**src/rtl/sel_bits_pkg.sv**
```systemverilog
// Shared types and helpers for the sel_bits iterative bit selector.
package sel_bits_pkg;

  typedef enum logic [1:0] {
    IDLE = 2'd0,
    SCAN = 2'd1,
    DONE = 2'd2
  } state_e;

  localparam bit ACT_HIGH = 1'b1;
  localparam bit ACT_LOW  = 1'b0;

  // Number of CHUNK-wide scan steps needed to cover an IN-bit vector.
  function automatic int nch_f(input int in_w, input int chunk_w);
    return (in_w + chunk_w - 1) / chunk_w;
  endfunction

endpackage

```
**src/rtl/sel_bits_chunk_sel.sv**
```systemverilog
// Combinational selector: picks the lowest active bits of one chunk, at most rem_i of them,
// using a running prefix count across the chunk.
module sel_bits_chunk_sel #(
  parameter int CHUNK = 16,
  parameter int CNT   = 8
) (
  input  logic [CHUNK-1:0] act_i,
  input  logic [CNT-1:0]   rem_i,
  output logic [CHUNK-1:0] sel_o,
  output logic [CNT-1:0]   cnt_o
);

  always_comb begin
    logic [CNT-1:0] run;
    run   = '0;
    sel_o = '0;
    for (int i = 0; i < CHUNK; i++) begin
      if (act_i[i] && (run < rem_i)) begin
        sel_o[i] = 1'b1;
        run      = run + CNT'(1);
      end
    end
    cnt_o = run;
  end

endmodule

```
**src/rtl/sel_bits.sv**
```systemverilog
// Iterative bit selector: returns a mask of the req_cnt lowest-indexed active bits of req_vec,
// scanning CHUNK bits per cycle. Define SEL_BITS_EARLY_EXIT_EN to stop scanning once satisfied.
module sel_bits
  import sel_bits_pkg::*;
#(
  parameter int  IN    = 128,
  parameter bit  ACT   = ACT_HIGH,
  parameter int  CHUNK = 16,
  localparam int CNT   = $clog2(IN) + 1
) (
  input  logic          clk,
  input  logic          reset,
  input  logic          req_valid,
  output logic          req_ready,
  input  logic [IN-1:0] req_vec,
  input  logic [CNT-1:0] req_cnt,
  output logic          out_valid,
  input  logic          out_ready,
  output logic [IN-1:0] out_mask,
  output logic [CNT-1:0] out_cnt,
  output logic          out_short
);

  localparam int NCH   = nch_f(IN, CHUNK);
  localparam int PADW  = NCH * CHUNK;
  localparam int PTR_W = (NCH > 1) ? $clog2(NCH) : 1;

  state_e           state_q, state_d;
  logic [PADW-1:0]  act_q;
  logic [IN-1:0]    req_act;
  logic [IN-1:0]    mask_q, mask_d;
  logic [CNT-1:0]   want_q, want_d;
  logic [CNT-1:0]   sel_q, sel_d;
  logic [PTR_W-1:0] ptr_q, ptr_d;
  logic [CHUNK-1:0] chunk_act, chunk_sel;
  logic [CNT-1:0]   chunk_cnt, rem;
  logic [PADW-1:0]  chunk_shift;
  logic             last_chunk;

  function automatic logic [CNT-1:0] sat_cnt(input logic [CNT-1:0] c);
    return (c > CNT'(IN)) ? CNT'(IN) : c;
  endfunction

  // Latched vector is normalised to active-high; pad positions stay zero (inactive).
  assign req_act     = ACT ? req_vec : ~req_vec;
  assign chunk_act   = act_q[ptr_q*CHUNK +: CHUNK];
  assign rem         = want_q - sel_q;
  assign chunk_shift = PADW'(chunk_sel) << (ptr_q * CHUNK);
  assign last_chunk  = (ptr_q == PTR_W'(NCH - 1));

  sel_bits_chunk_sel #(
    .CHUNK (CHUNK),
    .CNT   (CNT)
  ) u_chunk_sel (
    .act_i (chunk_act),
    .rem_i (rem),
    .sel_o (chunk_sel),
    .cnt_o (chunk_cnt)
  );

  always_ff @(posedge clk) begin
    if (state_q == IDLE && req_valid) act_q <= PADW'(req_act);
  end

  always_comb begin
    state_d = state_q;
    mask_d  = mask_q;
    want_d  = want_q;
    sel_d   = sel_q;
    ptr_d   = ptr_q;
    case (state_q)
      IDLE: begin
        if (req_valid) begin
          want_d  = sat_cnt(req_cnt);
          mask_d  = '0;
          sel_d   = '0;
          ptr_d   = '0;
          state_d = SCAN;
        end
      end
      SCAN: begin
        mask_d = mask_q | chunk_shift[IN-1:0];
        sel_d  = sel_q + chunk_cnt;
        ptr_d  = ptr_q + PTR_W'(1);
`ifdef SEL_BITS_EARLY_EXIT_EN
        if (last_chunk || (chunk_cnt == rem)) state_d = DONE;
`else
        if (last_chunk) state_d = DONE;
`endif
      end
      DONE: begin
        if (out_ready) state_d = IDLE;
      end
      default: state_d = IDLE;
    endcase
  end

  always_ff @(posedge clk or posedge reset) begin
    if (reset) begin
      state_q <= IDLE;
      mask_q  <= '0;
      want_q  <= '0;
      sel_q   <= '0;
      ptr_q   <= '0;
    end else begin
      state_q <= state_d;
      mask_q  <= mask_d;
      want_q  <= want_d;
      sel_q   <= sel_d;
      ptr_q   <= ptr_d;
    end
  end

  assign req_ready = (state_q == IDLE);
  assign out_valid = (state_q == DONE);
  assign out_mask  = mask_q;
  assign out_cnt   = sel_q;
  assign out_short = (sel_q < want_q);

endmodule

```
**config.mk**
```make
export PLATFORM = sky130hd
export DESIGN_NAME = sel_bits
export DESIGN_NICKNAME = d
export VERILOG_FILES = /design/src/rtl/sel_bits_pkg.sv /design/src/rtl/sel_bits_chunk_sel.sv /design/src/rtl/sel_bits.sv
export SDC_FILE = /design/constraint.sdc
export NUM_CORES = 1
export LEC_CHECK = 0
export BUFFER_PORTS_ARGS = -buffer_cell sky130_fd_sc_hd__clkbuf_2
export CORE_MARGIN = 5
export CORE_UTILIZATION = 42
export DETAILED_ROUTE_END_ITERATION = 10
export SLEW_MARGIN = 20
export SYNTH_ARGS = -nofsm -noshare
export SYNTH_HDL_FRONTEND = slang
export SYNTH_SLANG_ARGS = --single-unit
```
**constraint.sdc**
```tcl
create_clock -name clk -period 36 [get_ports clk]
set_clock_uncertainty 0.05 [all_clocks]
set_input_delay 7.2 -clock clk [delete_from_list [all_inputs] [get_ports clk]]
set_output_delay 7.2 -clock clk [all_outputs]
set_load 0.02 [all_outputs]
```
# Word-level counts from Yosys, hierarchy flattened
# Index checks and enable logic that the tools add are counted.
# totals
register_bits,277
out_inout_bits,139
in_bits,140
word_cells,116
# op_classes
mux,43
bitwise_logic,1
shift,2
n_reduce_logical,22
add_sub_neg,18
order_cmp,18
eq_ne,6
# op_table
cell,count
$pmux 128 s2,1
$mux 8,17
$mux 128,1
$or 128x128->128,1
$shiftx 128x8->16,1
$shl 16x7->128,1
$lt 8x8->1,15
$add 8x1->8 const B,14
$logic_and 1x1->1,17
$mux 1,17
$pmux 8 s2,1
$add 8x8->8,1
$gt 8x8->1 const B,1
$lt 1x8->1,1
$lt 1x8->1 const A,1
$sub 8x8->8,1
$mux 2,3
$pmux 2 s3,1
$pmux 3 s2,1
$ne 2x2->1 const B,2
$reduce_and 2->1,2
$add 3x1->3 const B,1
$eq 3x3->1 const B,1
$mux 3,1
other kinds (7),7

# Depth between registers and ports, before layout
# logic_depth
depth_word,52
depth_mapped,161

# Hierarchy
# From an unflattened synthesis, not the netlist that was laid out.
# hier_totals
hier_cells,1238
area_unflattened_um2,15670.0
# modules_own_cells
mod,seq_area_each_um2,cells_each,instances,area_per_inst_um2
sel_bits,7572.3,663,1,11064.4
sel_bits_chunk_sel,0.0,575,1,4605.7

# Worst setup path after synthesis
# Ideal clock, no wire load.
# synth_timing
kind,flip-flop to flip-flop
from,reg ptr_q[0]
to,"reg sel_q[7], in the netlist out_cnt[7]"
setup_slack_ns,6.093
path_stages_with_launch,154
path_buffers,10
arrival_ns,29.774
setup_time_ns,0.083
required_ns,35.867
synth_period_minus_slack_ns,29.907
cell_sequence,dfrtp_1 -> buf_2 -> buf_2 -> clkbuf_1 -> clkbuf_1 -> mux4_2 -> mux2i_1 -> nand2_1 -> a21oi_1 -> ha_1 -> ha_1 -> nor2b_1 -> o221ai_1 -> o21ai_0 -> clkbuf_1 -> nand2_1 -> o21ai_0 -> ha_1 -> [... 118 more ...] -> xnor3_1 -> ha_1 -> a21o_1 -> a211oi_1 -> nand3b_1 -> o21ai_1 -> buf_2 -> mux2_2 -> ha_1 -> a21o_1 -> a21o_1 -> a21o_1 -> a21oi_1 -> nor2b_1 -> o21a_1 -> nor3_1 -> a21oi_1 -> o21ai_0
# synth_via
elab_chain_len,50
elab_cells_between_ends,65
classes_between,16 x add/sub; 15 x order compare; 1 x shift; 17 x mux; 16 x reduce/logical
# synth_lines
item,line_no,rtl
from (decl),sel_bits.sv:34,"logic [PTR_W-1:0] ptr_q, ptr_d;"
from (signal assigned),sel_bits.sv:110,ptr_q <= ptr_d;
$shiftx 128x8->16 (*),sel_bits.sv:46,assign chunk_act = act_q[ptr_q*CHUNK +: CHUNK];
$logic_and 1x1->1,sel_bits_chunk_sel.sv:18,if (act_i[i] && (run < rem_i)) begin
$mux 1,sel_bits_chunk_sel.sv:18,
$lt 1x8->1,sel_bits_chunk_sel.sv:18,
$logic_and 1x1->1,sel_bits_chunk_sel.sv:18,
$mux 8,sel_bits_chunk_sel.sv:18,
$lt 8x8->1,sel_bits_chunk_sel.sv:18,
$logic_and 1x1->1,sel_bits_chunk_sel.sv:18,
[... 34 more ...],n/a,
$lt 8x8->1,sel_bits_chunk_sel.sv:18,
$logic_and 1x1->1,sel_bits_chunk_sel.sv:18,
$mux 8,sel_bits_chunk_sel.sv:18,
$lt 8x8->1,sel_bits_chunk_sel.sv:18,
$logic_and 1x1->1,sel_bits_chunk_sel.sv:18,
$mux 8 (*),sel_bits_chunk_sel.sv:18,
$add 8x8->8 (*),sel_bits.sv:83,sel_d = sel_q + chunk_cnt;
$pmux 8 s2 (*),sel_bits.sv:71,case (state_q)
to (signal assigned),sel_bits.sv:109,sel_q <= sel_d;
to (decl),sel_bits.sv:33,"logic [CNT-1:0] sel_q, sel_d;"
# Mark *: on every way between the ends. The rest lies on a longest branch, timed or not.
# A chain may end at the register's enable or synchronous reset.

# Final worst setup path
# layout_timing
from,"reg sel_q[5], in the netlist out_cnt[5]"
to,"reg sel_q[7], in the netlist out_cnt[7]"
# layout_via
elab_chain_len,51
elab_cells_between_ends,66
classes_between,17 x add/sub; 16 x order compare; 17 x mux; 16 x reduce/logical
# layout_lines
item,line_no,rtl
$sub 8x8->8,sel_bits.sv:47,assign rem = want_q - sel_q;
$lt 1x8->1,sel_bits_chunk_sel.sv:18,
$logic_and 1x1->1,sel_bits_chunk_sel.sv:18,
$mux 1,sel_bits_chunk_sel.sv:18,
$lt 1x8->1,sel_bits_chunk_sel.sv:18,
$logic_and 1x1->1,sel_bits_chunk_sel.sv:18,
$mux 8,sel_bits_chunk_sel.sv:18,
$lt 8x8->1,sel_bits_chunk_sel.sv:18,
[... 35 more ...],n/a,
$lt 8x8->1,sel_bits_chunk_sel.sv:18,
$logic_and 1x1->1,sel_bits_chunk_sel.sv:18,
$mux 8,sel_bits_chunk_sel.sv:18,
$lt 8x8->1,sel_bits_chunk_sel.sv:18,
$logic_and 1x1->1,sel_bits_chunk_sel.sv:18,
$mux 8,sel_bits_chunk_sel.sv:18,
$add 8x8->8 (*),sel_bits.sv:83,
$pmux 8 s2 (*),sel_bits.sv:71,
# Marked as above.

==> results by group <==
CTS
  • Root buf cell: clkbuf_16
  • Longest Clk Path Bufs: 3
  • Worst skew pair latency: between 500 and 600 ps
  • CTS Buf Count: 30
  • Clock Sinks: around 280
  • Number of H-tree levels: 1
  • CTS clk-pin slew, worst paths: 60 ps
  • CTS tree: built

Setup path
  • Crit path launch: out_cnt[5]
  • Reg2reg start: out_cnt[5]
  • CP Class: flop to flop
  • Buf/Inv on CP: 8
  • Worst path top cell family by delay: compound AO/OA/AOI/OAI gates
  • Arr. time, crit path: roughly 34000 ps
  • CP max-delay cell: or4b_2
  • FF-to-FF path depth: 150
  • CP required: 36460 ps
  • Crit start category: flop
  • CP Depth: 150
  • Reg2reg end: out_cnt[7]
  • Reg2reg setup slack: 2560 ps
  • Crit path max fanout: 15
  • CP endpoint: out_cnt[7]
  • CP Capture Type: flop
  • CP dominant cell by count: ha_1
  • CP peak stage delay: 690 ps

STA
  • Rel. slew slack: 0.3271
  • Final Setup Violations: 0
  • Period Utilization, post-route: 0.9289
  • Crit path time final: roughly 33000 ps
  • Hold Slack: 429.9 ps
  • Setup TNS: 0 ps
  • Hold Vio Cnt, Final: 0
  • Worst Max-Slew Pin Slew: 1009 ps
  • Fmax: 0.02990 GHz
  • Slew Limit Fails: 0

Detailed routing
  • Final ANT Viol Nets: 0
  • Max layer used: met4
  • Routed vias/inst: 5.580
  • DR iter-0 viols: 841
  • WL met3: ~2300 um
  • DRC errors left: 0
  • First-pass DRT Iterations: 5
  • Routed vias: 12150
  • Wire length on met2: a little over 20000 um
  • Drt total wl: 43240 um
  • Wire length on met1: ~19000 um
  • Drt wl/cell: 19.85 um

Placed design
  • Dpl cell area: 17550 um2
  • Dpl cells: 2113
  • I/O Buffers: 278
  • DP Wirelength: 32430 um
  • Routability cong.: around 0.91

Synthesis
  • Synthesized cell area: approximately 16000 um2
  • Top cells by area, synth: edfxtp_1 (25%), dfrtp_1 (24%), ha_1 (8.8%), o21ai_0 (5.0%), mux4_2 (4.2%)
  • Post-synth top cells: o21ai_0 (157), nand2_1 (154), dfrtp_1 (149)
  • Mean post-synth cell area: 11.20 um2
  • Most used DFF post-synth: dfrtp_1
  • Post-synth top area cell: edfxtp_1
  • Most frequent cell after synthesis: o21ai_0
  • Post-synth ARST share: 0.5379
  • EDFF count, synth: 128
  • Post-Syn Instances: 1395
  • Sequential share of the synthesized area: 0.4849
  • Syn. warnings: 0
  • Share of the synthesized area in the top cell type: 0.2461
  • Flops & latches, synth: 277
  • Cell variety after synth: 105

GRT
  • Wire length of the first global-routing pass: 67340 um
  • Tot GR Track Use: 0.2030
  • Initial antenna violation count: 1
  • GR Overflow Total: 0
  • Largest net degree at the start of global routing: 115
  • Vias in the first global route: roughly 12000

Floorplanning
  • Io pins: 279
  • Row Count: 70
  • Die Height: 202.8 um
  • Core area: 36700 um2
  • Initial core utilization: 0.4256
  • Full die area: 41140 um2
  • Die width: 202.8 um

Flow run
  • Max-cap violations: 0

Cells and area
  • Nets: 1938
  • Area grow syn2layout: 19.41%
  • Share of layout cells above drive strength 1: 0.2738
  • Final Cell Area: 18650 um2
  • Post-Layout Cell Count: between 2000 and 2500
  • Filler instances: between 3000 and 4000

Hold path
  • Cells on Worst Hold Path: 2
  • Hold Crit Class: flop to flop

Run status
  • Outcome: completed
cells in the final DEF (no fill, tap or decap), types with 19 or more instances in the layout:
| cell | synthesis | layout |
|---|---|---|
| clkbuf_2 | 0 | 278 |
| o21ai_0 | 157 | 157 |
| nand2_1 | 154 | 153 |
| dfrtp_1 | 149 | 147 |
| edfxtp_1 | 128 | 128 |
| ha_1 | 110 | 110 |
| nor2_1 | 55 | 54 |
| a21oi_1 | 55 | 54 |
| inv_1 | 45 | 43 |
| nand3_1 | 36 | 36 |
| a22o_1 | 34 | 34 |
| a21o_1 | 31 | 31 |
| clkbuf_16 | 0 | 30 |
| mux4_2 | 29 | 29 |
| buf_4 | 0 | 21 |
| nor3_1 | 21 | 20 |
| mux2i_1 | 19 | 19 |
sequential cells by signal, indices dropped and copies added, names as in the netlist:
name and flops:
act_q 128, state_q 2, want_q 8, out_mask 128, out_cnt 8, ptr_q 3
tightest hold or removal path: stages (launching register included):
cell and delay [ps]:
dfrtp_1 340, nand2_1 50, o21ai_0 60
through the flow:
stage | setup WS [ps] | utilization
finish | 2560 | 0.5082
global route | -12.07 | 0.5081
CTS | 567.2 | 0.5038
detailed placement | 759.3 | 0.4781
global placement | 1937 | 0.4781
floorplan | 6093 | -
per-layer routing:
| layer | global-route usage | up-vias |
|---|---|---|
| li1 | - | 5839 |
| met1 | 0.2812 | 5913 |
| met2 | 0.3412 | 345 |
| met3 | 0.02571 | 56 |
| met4 | 0.05092 | 0 |
| met5 | 0 | - |
kinds of logic (layout without fill, tap and decap cells):
logic type	Yosys count	count (layout)	synth area share
AO/OA/AOI/OAI	402	402	0.1712
AND/OR/NAND/NOR	389	389	0.1252
flip-flops	277	277	0.4849
adder cells (fa/ha/maj)	112	112	0.09069
buffers and inverters	109	406	0.02788
multiplexers	66	66	0.06714
XOR/XNOR	39	39	0.03277
other	1	19	0.0002401
what timing repair did:
action                                  in CTS  in global routing
resized for setup                            0                 12
endpoints found under the setup margin       0                 16
buffers inserted                             0                  8
hold buffers                                 0                  0
worst min path at each step:
stage | startpoint | to | slack [ps]
after detailed placement | out_mask[96] | out_mask[96] | 420
after global placement | out_mask[65] | out_mask[65] | 410
final | out_mask[96] | out_mask[96] | 430
after floorplan | want_q[7] | want_q[7] | 400
after global routing | out_mask[65] | out_mask[65] | 450
after CTS | out_mask[76] | out_mask[76] | 430
layout make-up:
cell class,count,area (um2),area share
Antenna cell,1,2.502,0.0001342
Clock buffer,35,769.5,0.04126
Clock inverter,20,173.9,0.009326
Inverter,51,201.4,0.01080
Multi-Input combinational cell,1026,7765,0.4164
Sequential cell,277,7575,0.4062
Tap cell,468,585.6,0.03140
Timing Repair Buffer,300,1577,0.08454
Power is left out: the tool's default activity adds up to more than one toggle a clock period on the data nets, which glitch-free logic cannot reach.
